$ cat config.mk
export PLATFORM = sky130hd
export DESIGN_NAME = weight_loader
export DESIGN_NICKNAME = d
export VERILOG_FILES = /design/src/rtl/weight_loader.sv
export SDC_FILE = /design/constraint.sdc
export NUM_CORES = 1
export LEC_CHECK = 0
export CAP_MARGIN = 20
export CORE_MARGIN = 5
export CORE_UTILIZATION = 50
export CTS_CLUSTER_SIZE = 14
export DETAILED_ROUTE_END_ITERATION = 8
export GPL_TIMING_DRIVEN = 1
export PLACE_DENSITY = 0.78
export SLEW_MARGIN = 30
export SYNTH_ARGS = -nofsm -noshare
export SYNTH_HDL_FRONTEND = slang
export SYNTH_SLANG_ARGS = --single-unit
export TNS_END_PERCENT = 5
$ cat constraint.sdc
create_clock -name clk -period 4.15 [get_ports clk]
set_input_delay 0.83 -clock clk [delete_from_list [all_inputs] [get_ports clk]]
set_output_delay 0.83 -clock clk [all_outputs]
set_load 0.01 [all_outputs]
$ cat src/rtl/weight_loader.sv
// Weight tile loader: on start, reads FIFO_DEPTH rows from weight SRAM at
// consecutive addresses, zeroes masked columns and pushes each row into the
// weight FIFO. A 2-entry skid buffer absorbs reads still in flight when hold
// rises, so pausing never loses or duplicates a row.
module weight_loader #(
  parameter int DATA_WIDTH  = 8,
  parameter int FIFO_INPUTS = 4,
  parameter int FIFO_DEPTH  = 4,
  parameter int ADDR_WIDTH  = 8
) (
  input  logic                              clk,
  input  logic                              reset,
  input  logic                              start,
  input  logic [ADDR_WIDTH-1:0]             base_addr,
  input  logic [FIFO_INPUTS-1:0]            col_mask,
  input  logic                              hold,
  output logic                              mem_rd_en,
  output logic [ADDR_WIDTH-1:0]             mem_addr,
  input  logic [DATA_WIDTH*FIFO_INPUTS-1:0] mem_rdata,
  output logic [FIFO_INPUTS-1:0]            fifo_en,
  output logic [DATA_WIDTH*FIFO_INPUTS-1:0] fifo_data,
  output logic                              busy,
  output logic                              done
);

  localparam int FIFO_WIDTH = DATA_WIDTH * FIFO_INPUTS;
  localparam int CW         = $clog2(FIFO_DEPTH + 1);

  typedef enum logic [1:0] {IDLE, LOAD, DONE} state_t;

  state_t                  state_q, state_d;
  logic [ADDR_WIDTH-1:0]   base_q, base_d;
  logic [FIFO_INPUTS-1:0]  mask_q, mask_d;
  logic [CW-1:0]           rd_cnt_q, rd_cnt_d;
  logic [CW-1:0]           push_cnt_q, push_cnt_d;
  logic [ADDR_WIDTH-1:0]   addr_q, addr_d;

  // Skid buffer: two entries, head pointer and occupancy.
  logic [FIFO_WIDTH-1:0]   buf_q [2];
  logic                    head_q, head_d;
  logic [1:0]              cnt_q, cnt_d;
  logic                    inflight_q;
  logic                    wr_idx;

  logic                    issue;
  logic                    pop;
  logic [2:0]              credit;
  logic [FIFO_WIDTH-1:0]   masked_rdata;

  // Zero the bytes of disabled columns before they enter the buffer.
  genvar gi;
  generate
    for (gi = 0; gi < FIFO_INPUTS; gi++) begin : g_mask
      assign masked_rdata[gi*DATA_WIDTH +: DATA_WIDTH] =
        mask_q[gi] ? mem_rdata[gi*DATA_WIDTH +: DATA_WIDTH] : '0;
    end
  endgenerate

  // Control state, latched tile parameters, counters and held read address.
  always_ff @(posedge clk or posedge reset) begin
    if (reset) begin
      state_q    <= IDLE;
      base_q     <= '0;
      mask_q     <= '0;
      rd_cnt_q   <= '0;
      push_cnt_q <= '0;
      addr_q     <= '0;
    end else begin
      state_q    <= state_d;
      base_q     <= base_d;
      mask_q     <= mask_d;
      rd_cnt_q   <= rd_cnt_d;
      push_cnt_q <= push_cnt_d;
      addr_q     <= addr_d;
    end
  end

  // Next-state, read issue (credit-limited) and push decisions.
  always_comb begin
    state_d    = state_q;
    base_d     = base_q;
    mask_d     = mask_q;
    rd_cnt_d   = rd_cnt_q;
    push_cnt_d = push_cnt_q;
    addr_d     = addr_q;
    issue      = 1'b0;
    pop        = 1'b0;
    credit     = {1'b0, cnt_q} + {2'b00, inflight_q};
    fifo_en    = '0;
    fifo_data  = '0;
    busy       = 1'b0;
    done       = 1'b0;
    case (state_q)
      IDLE: begin
        if (start) begin
          base_d     = base_addr;
          mask_d     = col_mask;
          rd_cnt_d   = '0;
          push_cnt_d = '0;
          state_d    = LOAD;
        end
      end
      LOAD: begin
        busy = 1'b1;
        pop  = !hold && (cnt_q != 2'd0);
        // Occupancy the buffer will have once this cycle's pop is counted.
        credit = {1'b0, cnt_q} + {2'b00, inflight_q} - {2'b00, pop};
        issue  = !hold && (rd_cnt_q < CW'(FIFO_DEPTH)) && (credit < 3'd2);
        if (issue) begin
          addr_d   = base_q + ADDR_WIDTH'(rd_cnt_q);
          rd_cnt_d = rd_cnt_q + 1'b1;
        end
        if (pop) begin
          fifo_en    = '1;
          fifo_data  = buf_q[head_q];
          push_cnt_d = push_cnt_q + 1'b1;
          if (push_cnt_q == CW'(FIFO_DEPTH - 1)) begin
            state_d = DONE;
          end
        end
      end
      DONE: begin
        busy    = 1'b1;
        done    = 1'b1;
        state_d = IDLE;
      end
      default: state_d = IDLE;
    endcase
  end

  assign mem_rd_en = issue;
  assign mem_addr  = addr_d;

  // Write slot is the tail; when full and popping it equals the freed head.
  assign wr_idx = head_q ^ cnt_q[0];
  assign head_d = head_q ^ pop;
  assign cnt_d  = cnt_q + {1'b0, inflight_q} - {1'b0, pop};

  // Skid buffer: capture returning read data the cycle after each read.
  always_ff @(posedge clk or posedge reset) begin
    if (reset) begin
      for (int i = 0; i < 2; i++) begin
        buf_q[i] <= '0;
      end
      head_q     <= 1'b0;
      cnt_q      <= 2'd0;
      inflight_q <= 1'b0;
    end else begin
      if (inflight_q) begin
        buf_q[wr_idx] <= masked_rdata;
      end
      head_q     <= head_d;
      cnt_q      <= cnt_d;
      inflight_q <= issue;
    end
  end

endmodule

==> metrics.cfg, run 1 <==
[power_and_ir_drop]
peakVddDrop_mv = 0.4255
p_per_area_nw_per_um2 = 741.2
p_leak_uw = 0.002640

[floorplan]
start_util_pct = 51.59
dieArea_sq_um = 11090
ios = 95
core_sq_um = 8806
die_y_microns = 105.3
die_w_microns = 105.3
rows = 34

[setup_path]
path_class = in -> out
path_buf_inv = 2
path_max_fanout = 2
cp-end-kind = output pin
crit_slowest_cell = clkdlybuf4s50_1
start_kind = input port
crit_chain = clkdlybuf4s50_1 > o21ba_2 > ha_1 > nand2b_1 > fa_2 > xor2_2 > nand4bb_4 > mux2_2 > dlygate4sd2_1
crit_required_ps = 3320
cp.arrival_ps = 3270
path_delay_family = buffers and inverters
critical-path-max-stage-delay_ps = 480

[clocking]
cts_buffer_depth = 2
insertion_delay_ps = 360
numCtsBuffers = 9
clkTransAtPathRegs_ps = 90
ctsRootBufferMaster = clkbuf_8
htree_levels = 3
clock-sinks = 96
cts_tree = built

[finish]
final_common_cell = nand2_1
n_antenna_cell = 0
nets = 604
drive_gt1_share_pct = 10.44
syn2layout_area_growth_pct = 26.74
fill_cells = 715
final_cell_mix = nand2_1, dfrtp_1, clkdlybuf4s50_1
stdcell_area_sq_um = 5758

[route]
drc_errors = 0
drtIter0Drc = 119
wirelength_microns = 9799
vias = 3409
firstDrtPassIters = 4
ant_nets = 0
viasPerCell = 5.213
avgRoutedWirePerCell_microns = 14.98

[global_routing]
track_usage_pct = 18.30
antenna_found_initial = 0
grt_pass1_vias = 3459
grt_pass1_wl_microns = 16600
grt_max_degree = 78
grt-ovfl-total = 0

[synthesis]
syn_avg_cell_area_sq_um = 9.898
syn_nets = 522
yosysTopAreaCellShare_pct = 52.88
async_reset_ff_share_pct = 100.0
synth_flop_cell = dfrtp_1
synthCells = 459
synth_seq_area_share_pct = 52.88
ys_types = 34
ys_seq_elements = 96
yosysTopAreaCell = dfrtp_1
syn_area_sq_um = 4543
synth.area.top_cells = dfrtp_1, nand2_1, mux2i_1
synth-edff-count = 0
ys_warn_count = 0

[timing]
slew_viol_final = 0
clock_skew_ps = 10.13
setup-tns-final_ps = 0
max_freq_ghz = 0.2437
layout_min_cycle_time_ps = 4104
rsz0062_at_grt = true
tightest_slew_ps = 674.4
period_share_pct = 98.89
hold_viol = 0
slew_headroom_pct = 54.93
setup_viol = 0

[placed_design]
place.gp.congestion = 0.7650
place_area_sq_um = 5559
place_hpwl_microns = 6913
io_buffers = 94

[flow_run]
max_cap_violations = 0

[status]
status = finished, final reports clean

[min_path]
hp-class = reg -> reg

## timing repair
| action | CTS | global route |
|---|---|---|
| resized for setup | 17 | 11 |
| setup endpoints to repair | 9 | 8 |
| hold buffers | 0 | 0 |
| setup buffers | 0 | 0 |
## worst min-delay path, stage by stage (launching register included)
cell and delay (ps):
dfrtp_1 340, nand2_1 60, o21ai_2 60
## synth_stat cells (5+ instances only)
| cell | n |
|---|---|
| inv_1 | 13 |
| o21ai_0 | 34 |
| buf_4 | 5 |
| mux2i_1 | 34 |
| buf_2 | 19 |
| o21ai_1 | 40 |
| nor2_1 | 38 |
| dfrtp_1 | 96 |
| ha_1 | 13 |
| xnor2_1 | 7 |
| mux2_2 | 13 |
| nand2_1 | 109 |
## layout make-up
type	count	area (sq um)	share of cell area, %
Clock buffer	9	123.9	2.151
Clock inverter	7	95.09	1.651
Inverter	13	53.80	0.9344
Multi-Input combinational cell	320	1966	34.14
Sequential cell	96	2404	41.74
Tap cell	108	135.1	2.347
Timing Repair Buffer	101	980.9	17.04
## final timing paths
check	slack [ps]	end	start	cells past startpoint
max in group asynchronous	2460	addr_q[6]	reset	3
min in group asynchronous	950	buf_q[21]	reset	2
max	50	mem_addr[0]	hold	9
min reg2reg	480	addr_q[5]	addr_q[5]	2
max reg2reg	1370	rd_cnt_q[0]	cnt_q[1]	9
min	480	addr_q[5]	addr_q[5]	2
## metrics by stage
| stage | utilization, % | hold slack [ps] | instances | worst slack [ps] | total power, uW |
|---|---|---|---|---|---|
| after floorplan | - | 449.2 | 459 | 611.7 | 2961 |
| final | 65.39 | 480.2 | 654 | 46.25 | 4268 |
| after CTS | 65.62 | 490.1 | 654 | -28.28 | 4316 |
| after detailed placement | 63.13 | 469.4 | 638 | -354.8 | 3669 |
| after global placement | 63.07 | 461.1 | 638 | -256.7 | 3560 |
| after global routing | 65.39 | 512.0 | 654 | -43.72 | 4612 |
## registers in the layout, indices dropped and copies added, names as in the netlist
| name | count |
|---|---|
| addr_q | 8 |
| base_q | 8 |
| buf_q | 64 |
| cnt_q | 2 |
| head_q | 1 |
| inflight_q | 1 |
| mask_q | 4 |
| push_cnt_q | 3 |
| rd_cnt_q | 3 |
| state_q | 2 |
## routing by layer
layer,global-route usage [%],vias up,part of all wire (%)
met3,5.379,15,5.3
met2,29.42,79,49
li1,-,1680,-
met4,5.530,0,1.6
met1,24.07,1635,44
met5,0,-,0
## cells by family (layout without fill, tap and decap cells)
group,Yosys count,in the layout,share of synthesized area [%]
AOI/OAI and AO/OA,85,85,9.860
xor gates and xnor gates,11,11,2.286
adders and majority gates,15,15,4.462
buffers and inverters,43,130,4.489
DFF,96,96,52.88
muxes,49,49,11.29
and+or+nand+nor,160,160,14.73
## where the power goes
group / internal [uW] / switching [uW] / total, uW
sequential: 1380 / 353 / 1730
clock: 340 / 327 / 667
combinational: 928 / 944 / 1870
total: 2640 / 1620 / 4270
(Power assumes the default switching activity.)
==> run 2: changes to the inputs <==
- RECOVER_POWER: default -> 25
==> metrics.cfg, run 2 (synthesis results as in run 1) <==
[status]
status = finished, violations left
failed_checks = capacitance limit, slew limit

[route]
firstDrtPassIters = 4
viasPerCell = 5.217
avgRoutedWirePerCell_microns = 14.98
wirelength_microns = 9795
vias = 3412
drtIter0Drc = 119
drc_errors = 0
ant_nets = 0

[clocking]
insertion_delay_ps = 360
clock-sinks = 96
cts_buffer_depth = 2
numCtsBuffers = 9
cts_hold_buf = 0
ctsRootBufferMaster = clkbuf_8
clkTransAtPathRegs_ps = 90
post_cts_buffers = 0
htree_levels = 3
ctsResizeCount = 17
cts_tree = built

[timing]
slew_headroom_pct = -5.114
clock_skew_ps = 10.13
slew_viol_final = 78
tightest_slew_ps = 1573
layout_min_cycle_time_ps = 4104
max_freq_ghz = 0.2437
setup-tns-final_ps = 0
period_share_pct = 98.89
rsz0062_at_grt = true
hold_viol = 0
setup_viol = 0

[setup_path]
path_max_fanout = 2
cp-end-kind = output pin
start_kind = input port
path_class = in -> out
cp.arrival_ps = 3270
crit_start = hold
crit_required_ps = 3320
r2r-start = cnt_q[1]

[global_routing]
track_usage_pct = 18.30
antenna_found_initial = 0
use_met2_pct = 29.42
grt_busiest_layer = met2
use_met1_pct = 24.07
grt_pass1_wl_microns = 16600
grt-ovfl-total = 0
grt_pass1_vias = 3459
grt_max_degree = 78
met3_usage_pct = 5.379

[floorplan]
rows = 34
start_util_pct = 51.59
dieArea_sq_um = 11090
die_y_microns = 105.3
ios = 95
die_w_microns = 105.3
core_sq_um = 8806

[power_and_ir_drop]
pwr-share-clk_pct = 15.6
p_leak_uw = 0.002636
total_power_uw = 4266
p_per_area_nw_per_um2 = 741.1
sw_frac_of_total_pct = 38.03
p_sw_uw = 1622
seq_power_share_pct = 40.5
intPower_uw = 2644
peakVddDrop_mv = 0.4257
p_comb_share_pct = 43.8

[finish]
drive_gt1_share_pct = 10.44
largest_reg_flops = 64
top_regs = buf_q (64), addr_q (8), base_q (8)
nets = 604
finalNonFillerCells = 654
final_cell_mix = nand2_1, dfrtp_1, clkdlybuf4s50_1
stdcell_area_sq_um = 5757
n_antenna_cell = 0
syn2layout_area_growth_pct = 26.71
regMostFlops = buf_q
final_common_cell = nand2_1

[min_path]
hp-class = reg -> reg
hp-start = addr_q[5]

[flow_run]
max_cap_violations = 1

[placed_design]
place.gp.congestion = 0.7650
place_area_sq_um = 5559
io_buffers = 94
place_hpwl_microns = 6913
place_inst = 638

## run 2: cell types whose count changed in the layout (fill, tap and decap cells not counted), sizes merged
cell / change
inv: -1
clkdlybuf4s50: -1
clkinvlp: +1
dlygate4sd3: +1
## run 2: worst paths after layout
| path | endpoint | slack [ps] | cells past startpoint |
|---|---|---|---|
| worst min-delay path | addr_q[5] | 480 | 2 |
| worst max-delay path | mem_addr[0] | 50 | 9 |
| worst min register to register | addr_q[5] | 480 | 2 |
| min in group asynchronous | buf_q[21] | 1390 | 2 |
| worst max register to register | rd_cnt_q[0] | 1370 | 9 |
| max in group asynchronous | addr_q[6] | 1790 | 3 |
## run 2: worst max-delay path, cell delays in order
cell             delay (ps)
clkdlybuf4s50_1         480
o21ba_2                 170
ha_1                    260
nand2b_1                160
fa_2                    360
xor2_2                  160
nand4bb_4               260
mux2_2                  300
dlygate4sd2_1           290
## run 2: cell type report
type / count / area, sq um
clock buffers: 9 / 123.9
multi-input cells: 320 / 1966
well taps: 108 / 135.1
flip-flops and latches: 96 / 2404
repair buffers: 101 / 980.9
inverters: 13 / 52.55
clock inverters: 7 / 95.09
fillers: 716 / 3049
## run 2: power by group through the flow
stage | clock network, uW | registers (uW) | logic (uW)
finish | 666 | 1730 | 1870
global route | 724 | 1790 | 2090
CTS | 678 | 1730 | 1910
detailed placement | 0 | 1750 | 1920
global placement | 0 | 1720 | 1840
floorplan | 0 | 1570 | 1390
## run 2: through the flow
stage	util, %	hold slack (ps)	setup slack, ps
after global routing	65.37	512.0	-43.72
after floorplan	-	449.2	611.7
after detailed placement	63.13	469.4	-354.8
after CTS	65.62	490.1	-28.28
after global placement	63.07	461.1	-256.7
final	65.37	481.8	46.25
## run 2: routing by layer
metal	vias up	part of all wire [%]
met5	-	0
met4	0	1.6
met3	15	5.6
met2	87	49
met1	1628	44
li1	1682	-
